[src/rtl/dm_arb_pkg.sv]
// Shared types and constants for the data memory arbiter: state encoding,
// port indices, latency counter width and the latched request record.
package dm_arb_pkg;

    typedef enum logic [1:0] {
        IDLE   = 2'd0,
        ACCESS = 2'd1,
        WAIT   = 2'd2,
        DONE   = 2'd3
    } arb_state_t;

    localparam logic PORT_CORE = 1'b0;
    localparam logic PORT_DBG  = 1'b1;

    // Wide enough for the full 0..15 latency range.
    localparam int CNT_W = 4;

    typedef struct packed {
        logic        we;
        logic [31:0] addr;
        logic [31:0] wdata;
    } dm_req_t;

endpackage

[src/rtl/dm_arb_pick.sv]
// Combinational winner select for the two requesters.
// DATA_MEM_ARB_RR_EN selects round-robin on ties; otherwise port 0 has fixed priority.
module dm_arb_pick
    import dm_arb_pkg::*;
(
    input  logic port0_req,
    input  logic port1_req,
    input  logic last_grant,
    output logic grant
);

`ifdef DATA_MEM_ARB_RR_EN
    // On a tie the port that was not granted last time wins.
    always_comb begin
        grant = PORT_CORE;
        if (port0_req && port1_req)
            grant = ~last_grant;
        else if (port1_req)
            grant = PORT_DBG;
    end
`else
    logic unused_last_grant;
    assign unused_last_grant = last_grant;

    always_comb begin
        grant = PORT_CORE;
        if (!port0_req && port1_req)
            grant = PORT_DBG;
    end
`endif

endmodule

[src/rtl/data_mem_arbiter.sv]
// Two-port arbiter and access sequencer for the single data memory.
// Define DATA_MEM_ARB_RR_EN for round-robin tie breaking (default: fixed priority).
module data_mem_arbiter
    import dm_arb_pkg::*;
#(
    parameter int MEM_LATENCY = 1
) (
    input  logic        clk,
    input  logic        reset,
    input  logic        Port0_req,
    input  logic        Port0_we,
    input  logic [31:0] Port0_addr,
    input  logic [31:0] Port0_wdata,
    output logic        Port0_done,
    output logic [31:0] Port0_rdata,
    input  logic        Port1_req,
    input  logic        Port1_we,
    input  logic [31:0] Port1_addr,
    input  logic [31:0] Port1_wdata,
    output logic        Port1_done,
    output logic [31:0] Port1_rdata,
    output logic        Data_mem_write_enable,
    output logic [31:0] Data_mem_write_addr,
    output logic [31:0] Data_mem_write_data,
    output logic        Data_mem_read_enable,
    output logic [31:0] Data_mem_read_addr,
    input  logic [31:0] Data_mem_read_data
);

    localparam logic [CNT_W-1:0] LAT = CNT_W'(MEM_LATENCY);

    arb_state_t       state, state_nxt;
    logic [CNT_W-1:0] cnt;
    logic             grant_q, pick, last_grant, capture, any_req;
    dm_req_t          req_q, req_sel;

    assign any_req = Port0_req | Port1_req;

`ifdef DATA_MEM_ARB_RR_EN
    always_ff @(posedge clk) begin
        if (!reset)
            last_grant <= PORT_DBG;
        else if (state == IDLE && any_req)
            last_grant <= pick;
    end
`else
    assign last_grant = PORT_DBG;
`endif

    dm_arb_pick u_pick (
        .port0_req  (Port0_req),
        .port1_req  (Port1_req),
        .last_grant (last_grant),
        .grant      (pick)
    );

    always_comb begin
        req_sel = '{we: Port0_we, addr: Port0_addr, wdata: Port0_wdata};
        if (pick == PORT_DBG)
            req_sel = '{we: Port1_we, addr: Port1_addr, wdata: Port1_wdata};
    end

    always_ff @(posedge clk) begin
        if (!reset)
            state <= IDLE;
        else
            state <= state_nxt;
    end

    // Read data is sampled in ACCESS itself for zero latency, else on the last WAIT cycle.
    always_comb begin
        state_nxt = state;
        capture   = 1'b0;
        case (state)
            IDLE:   if (any_req) state_nxt = ACCESS;
            ACCESS: begin
                if (LAT == '0) begin
                    capture   = 1'b1;
                    state_nxt = DONE;
                end else begin
                    state_nxt = WAIT;
                end
            end
            WAIT: begin
                if (cnt == CNT_W'(1)) begin
                    capture   = 1'b1;
                    state_nxt = DONE;
                end
            end
            DONE:    state_nxt = IDLE;
            default: state_nxt = IDLE;
        endcase
    end

    always_ff @(posedge clk) begin
        if (!reset) begin
            cnt         <= '0;
            grant_q     <= PORT_CORE;
            req_q       <= '0;
            Port0_rdata <= '0;
            Port1_rdata <= '0;
        end else begin
            if (state == IDLE && any_req) begin
                grant_q <= pick;
                req_q   <= req_sel;
            end
            if (state == ACCESS)
                cnt <= LAT;
            else if (state == WAIT)
                cnt <= cnt - 1'b1;
            if (capture && !req_q.we) begin
                if (grant_q == PORT_DBG)
                    Port1_rdata <= Data_mem_read_data;
                else
                    Port0_rdata <= Data_mem_read_data;
            end
        end
    end

    assign Data_mem_write_enable = (state == ACCESS) &&  req_q.we;
    assign Data_mem_read_enable  = (state == ACCESS) && !req_q.we;
    assign Data_mem_write_addr   = req_q.addr;
    assign Data_mem_write_data   = req_q.wdata;
    assign Data_mem_read_addr    = req_q.addr;

    // A DONE cycle that coincides with reset is an aborted access, so no pulse.
    assign Port0_done = reset && (state == DONE) && (grant_q == PORT_CORE);
    assign Port1_done = reset && (state == DONE) && (grant_q == PORT_DBG);

endmodule

[config.mk]
export PLATFORM = sky130hd
export DESIGN_NAME = data_mem_arbiter
export DESIGN_NICKNAME = d
export VERILOG_FILES = /design/src/rtl/dm_arb_pkg.sv /design/src/rtl/dm_arb_pick.sv /design/src/rtl/data_mem_arbiter.sv
export SDC_FILE = /design/constraint.sdc
export NUM_CORES = 1
export LEC_CHECK = 0
export CAP_MARGIN = 20
export CORE_AREA = 2 2 128 130
export DETAILED_ROUTE_END_ITERATION = 8
export DIE_AREA = 0 0 130 132
export DONT_BUFFER_PORTS = 1
export PLACE_DENSITY = 0.59
export SLEW_MARGIN = 20
export SYNTH_ARGS = -nofsm -noshare
export SYNTH_HDL_FRONTEND = slang
export SYNTH_SLANG_ARGS = --single-unit
[constraint.sdc]
create_clock -name clk -period 1.9 [get_ports clk]
set_input_delay 0.57 -clock clk [delete_from_list [all_inputs] [get_ports clk]]
set_output_delay 0.57 -clock clk [all_outputs]
set_load 0.01 [all_outputs]
==> impl_metrics.env, run 1 <==
export IMPL_hp_class="in2reg"
export IMPL_syn_area_per_cell_um2=9.66
export IMPL_wl_mm=14.1
export IMPL_crit_type="reg2out"
export IMPL_crit_chain="inv_1, ha_2, inv_1, nor2_4"
export IMPL_cts_sink_count=136
export IMPL_synthToLayoutAreaGrowth_pct=-1.24
export IMPL_seqCellArea_um2=2720
export IMPL_p_leak_uw=0.00257
export IMPL_num_vias=4059
export IMPL_multi_input_area_um2=2710
export IMPL_synth_area_um2=6560
export IMPL_min_delay_start="Port0_req"
export IMPL_rr_worst_depth=6
export IMPL_ctsHtreeMaxLevel=4
export IMPL_rsz0062_at_grt="no"
export IMPL_antenna_left=0
export IMPL_ys_seq_elements=136
export IMPL_die_h_um=132
export IMPL_crit_path_start_kind="register"
export IMPL_cpMostUsedCell="inv_1"
export IMPL_start_util_pct=41.7
export IMPL_cts_resized_gates=1
export IMPL_regToRegSetupSlack_ns=0.14
export IMPL_seq_power_share_pct=46.6
export IMPL_grt_overflow_total=0
export IMPL_yosys_warnings=0
export IMPL_hold_viol_final=0
export IMPL_fill_cells=1531
export IMPL_yosysUniqueCellTypes=32
export IMPL_grt_start_max_net_pins=105
export IMPL_p_int_uw=6260
export IMPL_grt_pass1_wl_mm=21.3
export IMPL_dp_hpwl_mm=10.3
export IMPL_io_pins=330
export IMPL_crit_required_ns=1.33
export IMPL_clk_latency_ns=0.41
export IMPL_drv_cap=0
export IMPL_fp_row_count=46
export IMPL_antenna_found_initial=0
export IMPL_swShare_pct=33.7
export IMPL_synth_seq_area_share_pct=41.5
export IMPL_setup_viol=0
export IMPL_clkPwrFrac_pct=34.6
export IMPL_final_common_cell="dfxtp_1"
export IMPL_cpPeakStageDelay_ns=0.34
export IMPL_postCtsSetupBuffers=0
export IMPL_grtUsageTotal_pct=15.9
export IMPL_path_max_fanout=4
export IMPL_coreArea_um2=15700
export IMPL_grt_pass1_vias=3957
export IMPL_placed_area_um2=5880
export IMPL_outcome="finished, final reports clean"
export IMPL_via_per_inst=5.12
export IMPL_clk_path_buf_depth=2
export IMPL_layout_common_cells="dfxtp_1, mux2i_1, nand2_1, nor2_1, a211oi_1"
export IMPL_dr_first_iter_drc_count=124
export IMPL_n_antenna_cell=0
export IMPL_critPathSlowestCell="dfxtp_2"
export IMPL_slew_headroom_pct=71.7
export IMPL_cts_tree="done"
export IMPL_fp_dieW_um=130
export IMPL_worstMarginPinSlew_ns=0.424
export IMPL_switchingPower_uw=3190
export IMPL_cp_startpoint="state[1]"
export IMPL_routedWlPerCell_um=17.8
export IMPL_finalNetCount=738
export IMPL_fmax_mhz=556
export IMPL_gp_congestion=0.794
export IMPL_drc=0
export IMPL_pwr_share_comb_pct=18.8
export IMPL_r2r_end="Data_mem_read_addr[6]"
export IMPL_finalWorstSetupSlack_ns=0.100
export IMPL_place_ws_ns=0.162
export IMPL_arrival_ns=1.23
export IMPL_final_max_slew_viol_count=0
export IMPL_period_share_pct=94.7
export IMPL_fin_setup_tns_ns=0
export IMPL_path_clk_slew_ns=0.06
export IMPL_cp_endpoint="Data_mem_read_enable"
export IMPL_fin_area_um2=6470
export IMPL_crit_path_end_kind="output pin"
export IMPL_firstDrtPassIters=4
export IMPL_min_period_ns=1.80
export IMPL_skew_ns=0.00557
export IMPL_ir_drop_v=0.000729
export IMPL_port_buffers=0
export IMPL_power_density_nw_per_um2=1460
export IMPL_cts_root_buf="clkbuf_16"
export IMPL_synth_cells=679
export IMPL_hold_buffers=0
export IMPL_die_area_um2=17200
export IMPL_cts_buffers=17
export IMPL_drive_above_1_share_pct=9.01
export IMPL_r2r_start="state[0]"
export IMPL_syn_num_nets=852
## worst max-delay path: cells and delay by family, from the launching register on
kind | cells | cell delay, ns
flops | 1 | 0.34
simple gates | 1 | 0.12
fa+ha+maj | 1 | 0.19
buf+inv | 2 | 0.18
## final cells by class
cell class                 count  area share, %
clock buffer                  20           7.21
clock inverter                11           1.87
inverter                       6          0.348
multi-input combinational    393           41.9
sequential                   136           42.1
tap                          216           4.17
timing repair buffer          11           2.43
## metrics by stage
step           hold slack [ns]  total power (µW)  std cells  util [%]
2_1_floorplan            0.465              6750        679         -
3_3_place_gp             0.480              6150        762      37.4
3_5_place_dp             0.497              6260        762      37.4
4_1_cts                  0.240              9570        793      41.2
5_1_grt                  0.239             10000        793      41.2
6_report                 0.264              9450        793      41.2
## power groups by stage
stage                     clock network (µW)  logic (µW)  registers (µW)
final                                   3270        1780            4410
after global routing                    3500        2020            4500
after global placement                     0        1690            4460
after floorplan                            0        2910            3840
after detailed placement                   0        1780            4480
after CTS                               3360        1780            4420
## how the worst min path moves through the flow
stage / slack, ns / to / cells after the start
after global routing: 0.24 / grant_q / 1
after CTS: 0.24 / grant_q / 1
after floorplan: 0.46 / cnt[0] / 1
after global placement: 0.48 / cnt[0] / 1
final: 0.26 / grant_q / 1
after detailed placement: 0.50 / Port0_rdata[10] / 2
## kinds of logic (layout without fill, tap and decap cells)
group,count (synthesis),after routing,synth area share (%)
and+or+nand+nor,180,180,11.2
buffers and inverters,150,48,17.5
DFF,136,136,41.5
muxes,130,130,19.8
AOI/OAI and AO/OA,74,74,8.36
adders and majority gates,7,7,1.34
xor gates and xnor gates,2,2,0.267
## synthesized netlist by cell type, drive strengths merged
cell / instances / share of area (%)
xor2: 1 / 0.13
dlymetal6s2s: 1 / 0.19
nor3b: 2 / 0.31
a211oi: 67 / 7.7
and2: 1 / 0.095
and3: 1 / 0.095
nor4b: 1 / 0.13
nor2: 70 / 4.0
buf: 120 / 15
xnor2: 1 / 0.13
inv: 6 / 0.34
a31oi: 1 / 0.095
nand3b: 1 / 0.11
a21oi: 2 / 0.15
nor4bb: 1 / 0.38
dfxtp: 136 / 42
or3b: 1 / 0.13
dlygate4sd1: 3 / 0.40
a21o: 1 / 0.13
ha: 7 / 1.3
o21ai: 1 / 0.076
o31ai: 1 / 0.11
nand2: 101 / 5.8
o21a: 1 / 0.11
and2b: 1 / 0.11
mux2i: 130 / 20
clkbuf: 20 / 1.2
## flip-flops by register name (all words and copies together), names as in the netlist
name,cells
Port0_rdata,32
state,2
Port1_rdata,32
req_q,1
Data_mem_read_addr,32
cnt,4
Data_mem_write_data,32
grant_q,1
## routing by layer
layer | track usage [%] | part of all wire [%] | up-vias
met1 | 16.6 | 37 | 1865
met4 | 6.15 | 1.7 | 0
met2 | 27.2 | 51 | 196
met5 | 0 | 0 | -
met3 | 7.67 | 10 | 13
li1 | - | - | 1985
Note: power is estimated with default switching activity, not from simulation.
==> inputs of run 2 (changes only) <==
--- a/config.mk
+++ b/config.mk
@@ -6,11 +6,11 @@
 export NUM_CORES = 1
 export LEC_CHECK = 0
 export CAP_MARGIN = 20
-export CORE_AREA = 2 2 128 130
+export CORE_MARGIN = 2
+export CORE_UTILIZATION = 40
 export DETAILED_ROUTE_END_ITERATION = 8
-export DIE_AREA = 0 0 130 132
 export DONT_BUFFER_PORTS = 1
-export PLACE_DENSITY = 0.59
+export PLACE_DENSITY = 0.57
 export SLEW_MARGIN = 20
 export SYNTH_ARGS = -nofsm -noshare
 export SYNTH_HDL_FRONTEND = slang
==> run 2 against run 1 <==
Sequential share of layout area is 0.065 points higher. First-iteration DRC count is 23% higher. Combinational power is 2% lower. Non-clock buffer count stayed put. Cell area is 0.15% lower. Register-to-register slack hardly changed. Clock-buffer cell count is 2 lower. Cell count stayed put.
==> impl_metrics.env, run 2 (synthesis gave the netlist of run 1 again) <==
export IMPL_path_clk_slew_ns=0.06
export IMPL_drive_above_1_share_pct=8.84
export IMPL_gp_congestion=0.770
export IMPL_coreArea_um2=15900
export IMPL_fp_dieW_um=132
export IMPL_via_per_inst=5.13
export IMPL_crit_path_end_kind="output pin"
export IMPL_firstDrtPassIters=4
export IMPL_hp_class="in2reg"
export IMPL_fin_setup_tns_ns=0
export IMPL_grt_pass1_vias=4039
export IMPL_seq_power_share_pct=47.1
export IMPL_wl_mm=13.9
export IMPL_arrival_ns=1.24
export IMPL_grt_overflow_total=0
export IMPL_outcome="finished, final reports clean"
export IMPL_crit_family="flip-flops"
export IMPL_fin_area_um2=6460
export IMPL_clk_latency_ns=0.41
export IMPL_min_period_ns=1.81
export IMPL_clk_path_buf_depth=2
export IMPL_rr_worst_depth=5
export IMPL_final_max_slew_viol_count=0
export IMPL_n_antenna_cell=0
export IMPL_crit_buf_inv=1
export IMPL_cp_startpoint="state[1]"
export IMPL_period_share_pct=95.2
export IMPL_antenna_left=0
export IMPL_crit_path_start_kind="register"
export IMPL_path_depth=3
export IMPL_finalPower_uw=9360
export IMPL_hold_viol_final=0
export IMPL_crit_chain="inv_1, ha_1, and2_1"
export IMPL_switchingPower_uw=3220
export IMPL_die_area_um2=17400
export IMPL_critPathSlowestCell="dfxtp_2"
export IMPL_min_delay_start="Port0_req"
export IMPL_slew_headroom_pct=73.1
export IMPL_fp_row_count=46
export IMPL_setup_viol=0
export IMPL_cpPeakStageDelay_ns=0.36
export IMPL_routedWlPerCell_um=17.6
export IMPL_drc=0
export IMPL_clkPwrFrac_pct=34.3
export IMPL_skew_ns=0.00962
export IMPL_swShare_pct=34.4
export IMPL_grt_start_max_net_pins=105
export IMPL_cts_tree="done"
export IMPL_postCtsSetupBuffers=0
export IMPL_dp_cells=762
export IMPL_cts_sink_count=136
export IMPL_p_int_uw=6150
export IMPL_multi_input_area_um2=2710
export IMPL_fill_cells=1572
export IMPL_fmax_mhz=553
export IMPL_die_h_um=132
export IMPL_start_util_pct=41.1
export IMPL_p_leak_uw=0.00256
export IMPL_dp_hpwl_mm=10.2
export IMPL_cts_buffers=17
export IMPL_port_buffers=0
export IMPL_dr_first_iter_drc_count=153
export IMPL_finalWorstSetupSlack_ns=0.0921
export IMPL_drv_cap=0
export IMPL_placed_area_um2=5880
export IMPL_antenna_found_initial=0
export IMPL_pwr_share_comb_pct=18.6
export IMPL_synthToLayoutAreaGrowth_pct=-1.39
export IMPL_worstMarginPinSlew_ns=0.403
export IMPL_ir_drop_v=0.000633
export IMPL_crit_required_ns=1.33
export IMPL_finalNetCount=738
export IMPL_layout_common_cells="dfxtp_1, mux2i_1, nand2_1, nor2_1, a211oi_1"
export IMPL_final_common_cell="dfxtp_1"
export IMPL_holdPathStages=1
export IMPL_grt_pass1_wl_mm=21.6
export IMPL_rsz0062_at_grt="no"
export IMPL_power_density_nw_per_um2=1450
export IMPL_num_vias=4068
export IMPL_seqCellArea_um2=2720
export IMPL_ctsHtreeMaxLevel=4
export IMPL_place_ws_ns=0.181
export IMPL_r2r_start="cnt[0]"
export IMPL_stdcell_count=793
export IMPL_cts_root_buf="clkbuf_16"
export IMPL_crit_type="reg2out"
export IMPL_io_pins=330
export IMPL_grtUsageTotal_pct=15.5
export IMPL_path_max_fanout=4
==> run 2: cell types whose count changed in the layout (fill, tap and decap cells not counted) <==
cell        before  now
inv_6            2    3
mux2i_2          0    1
clkbuf_8         3    0
clkbuf_1         0    1
clkinv_2         4    1
clkinv_4         1    3
mux2i_1        130  129
ha_1             6    7
clkinvlp_4       2    4
ha_2             1    0
==> run 2: what timing repair did <==
| action | CTS | global route |
|---|---|---|
| hold buffers | 0 | 0 |
| resized for setup | 1 | 3 |
| endpoints found under the hold margin | 0 | 0 |
| setup endpoints to repair | 1 | 5 |
==> run 2: metrics by stage <==
stage / utilization, % / hold WS [ns]
finish: 40.6 / 0.256
floorplan: - / 0.465
CTS: 40.5 / 0.234
global route: 40.6 / 0.245
global placement: 36.9 / 0.483
detailed placement: 36.9 / 0.500
==> run 2: worst paths after layout <==
kind	slack, ns	endpoint
min	0.26	grant_q
max reg2reg	0.15	Port0_rdata[6]
min reg2reg	0.50	cnt[1]
max	0.09	Data_mem_write_enable
==> run 2: layer usage <==
metal	up-vias	track usage, %	share of wire (%)	wire length [µm]
met5	-	0	0	0
met4	0	5.13	1.0	146
met3	8	7.69	10	1450
met2	192	27.8	51	7100
met1	1886	15.8	38	5250
li1	1982	-	-	-
==> run 2: layout make-up <==
type                            instances  share of cell area (%)
Timing Repair Buffer                   11                    2.44
Clock buffer                           18                    6.64
Multi-Input combinational cell        393                    42.0
Sequential cell                       136                    42.1
Tap cell                              216                    4.18
Inverter                                6                   0.348
Clock inverter                         13                    2.28
==> run 2: power by group through the flow <==
stage               sequential (µW)  combinational, µW  clock (µW)
global placement               4470               1660           0
CTS                            4430               1760        3300
floorplan                      3840               2910           0
detailed placement             4480               1760           0
finish                         4410               1740        3210
global route                   4500               1980        3430
==> inputs of run 3 (changes only) <==
--- a/config.mk
+++ b/config.mk
@@ -11,6 +11,7 @@
 export DETAILED_ROUTE_END_ITERATION = 8
 export DONT_BUFFER_PORTS = 1
 export PLACE_DENSITY = 0.57
+export SKIP_CTS_REPAIR_TIMING = 1
 export SLEW_MARGIN = 20
 export SYNTH_ARGS = -nofsm -noshare
 export SYNTH_HDL_FRONTEND = slang
==> constraint.sdc (replaced) <==
create_clock -name clk -period 1.9 [get_ports clk]
set_input_delay 0.19 -clock clk [delete_from_list [all_inputs] [get_ports clk]]
set_output_delay 0.19 -clock clk [all_outputs]
set_load 0.01 [all_outputs]
==> run 3 against run 2 <==
The flow now finishes with violations (negative hold slack). Sequential power hardly changed. Cell count is 7.4% higher. Cell area is 9.6% higher. Wire length is 7.9% higher. Combinational power is 9.8% higher. Highest routed layer unchanged.
==> impl_metrics.env, run 3 (synthesis gave the netlist of run 1 again) <==
export IMPL_drive_above_1_share_pct=8.02
export IMPL_cts_buffers=17
export IMPL_crit_family="simple AND/OR/NAND/NOR gates"
export IMPL_ir_drop_v=0.000819
export IMPL_die_area_um2=17400
export IMPL_worstMarginPinSlew_ns=0.520
export IMPL_cts_tree="done"
export IMPL_clk_latency_ns=0.41
export IMPL_fin_setup_tns_ns=0
export IMPL_final_common_cell="dfxtp_1"
export IMPL_fin_area_um2=7090
export IMPL_dp_hpwl_mm=10.3
export IMPL_hp_class="in2reg"
export IMPL_crit_path_end_kind="register"
export IMPL_highest_layer="met4"
export IMPL_fp_row_count=46
export IMPL_grt_start_max_net_pins=105
export IMPL_place_ws_ns=0.172
export IMPL_wl_met3_mm=1.50
export IMPL_drv_cap=0
export IMPL_n_antenna_cell=0
export IMPL_rsz0062_at_grt="no"
export IMPL_finalWorstSetupSlack_ns=0.151
export IMPL_p_leak_uw=0.00279
export IMPL_firstDrtPassIters=4
export IMPL_layout_common_cells="dfxtp_1, mux2i_1, nand2_1, nor2_1, a211oi_1"
export IMPL_hold_ws_ns=-0.0147
export IMPL_met2_length_mm=7.63
export IMPL_cts_sink_count=136
export IMPL_ctsHtreeMaxLevel=4
export IMPL_placed_area_um2=5900
export IMPL_power_density_nw_per_um2=1360
export IMPL_setup_viol=0
export IMPL_fp_dieW_um=132
export IMPL_drc=0
export IMPL_via_per_inst=5.11
export IMPL_gp_congestion=0.769
export IMPL_crit_path_start_kind="register"
export IMPL_coreArea_um2=15900
export IMPL_stdcell_count=852
export IMPL_antenna_left=0
export IMPL_routedWlPerCell_um=17.7
export IMPL_io_pins=330
export IMPL_cpPeakStageDelay_ns=0.39
export IMPL_critPathSlowestCell="dfxtp_1"
export IMPL_crit_buf_inv=1
export IMPL_antenna_found_initial=0
export IMPL_grt_pass1_wl_mm=21.6
export IMPL_final_max_slew_viol_count=0
export IMPL_grt_pass1_vias=4079
export IMPL_path_clk_slew_ns=0.06
export IMPL_start_util_pct=41.1
export IMPL_fmax_mhz=572
export IMPL_dp_cells=763
export IMPL_wirelength_met1_mm=5.68
export IMPL_cts_root_buf="clkbuf_16"
export IMPL_outcome="finished, violations left"
export IMPL_dr_first_iter_drc_count=124
export IMPL_crit_chain="ha_1, nor4bb_4, nor3b_4, buf_12, mux2i_1"
export IMPL_hold_viol_final=2
export IMPL_grtUsageTotal_pct=15.6
export IMPL_crit_required_ns=2.23
export IMPL_num_vias=4354
export IMPL_port_buffers=0
export IMPL_synthToLayoutAreaGrowth_pct=8.09
export IMPL_path_max_fanout=32
export IMPL_period_share_pct=92.1
export IMPL_wl_mm=15.0
export IMPL_finalPower_uw=9640
export IMPL_grt_overflow_total=0
export IMPL_arrival_ns=2.08
export IMPL_fill_cells=1500
export IMPL_finalNetCount=796
export IMPL_clk_path_buf_depth=2
export IMPL_slew_headroom_pct=65.3
export IMPL_skew_ns=0.00914
export IMPL_min_period_ns=1.75
export IMPL_die_h_um=132
export IMPL_violations="negative hold slack"
export IMPL_crit_type="reg2reg"
run 3: routing by layer:
metal	GRT usage [%]	vias up
li1	-	2106
met1	16.7	2027
met2	26.5	204
met3	7.73	17
met4	5.92	0
met5	0	-
run 3: through the flow:
stage	util, %	hold slack (ns)
finish	44.5	-0.0147
global route	44.5	0.000148
CTS	40.8	-0.144
detailed placement	37.0	0.296
global placement	37.0	0.294
floorplan	-	0.290
run 3: cell type report:
type | instances | area, µm² | share of cell area [%]
clock buffers | 18 | 429 | 6.06
clock inverters | 14 | 174 | 2.45
inverters | 6 | 22.5 | 0.318
multi-input cells | 393 | 2700 | 38.1
flip-flops and latches | 136 | 2720 | 38.4
well taps | 216 | 270 | 3.81
repair buffers | 69 | 766 | 10.8
run 3: worst paths after layout:
check	endpoint	startpoint	cells after the start	slack [ns]
worst max register to register	Port0_rdata[22]	cnt[0]	5	0.15
worst max-delay path	Port0_rdata[22]	cnt[0]	5	0.15
worst min-delay path	Port1_rdata[25]	Data_mem_read_data[25]	2	-0.01
worst min register to register	state[1]	state[1]	2	0.51
run 3: worst reg2reg max path: stages (launching register included):
cell and delay, ns:
dfxtp_1 0.39, ha_1 0.20, nor4bb_4 0.30, nor3b_4 0.26, buf_12 0.27, mux2i_1 0.25
run 3: power breakdown:
part | total [µW] | leakage, µW | internal [µW] | switching, µW
combinational | 1910 | 0.00138 | 850 | 1060
sequential | 4400 | 0.00111 | 3460 | 945
clock | 3330 | 0.000288 | 2070 | 1260
total | 9640 | 0.00279 | 6380 | 3260
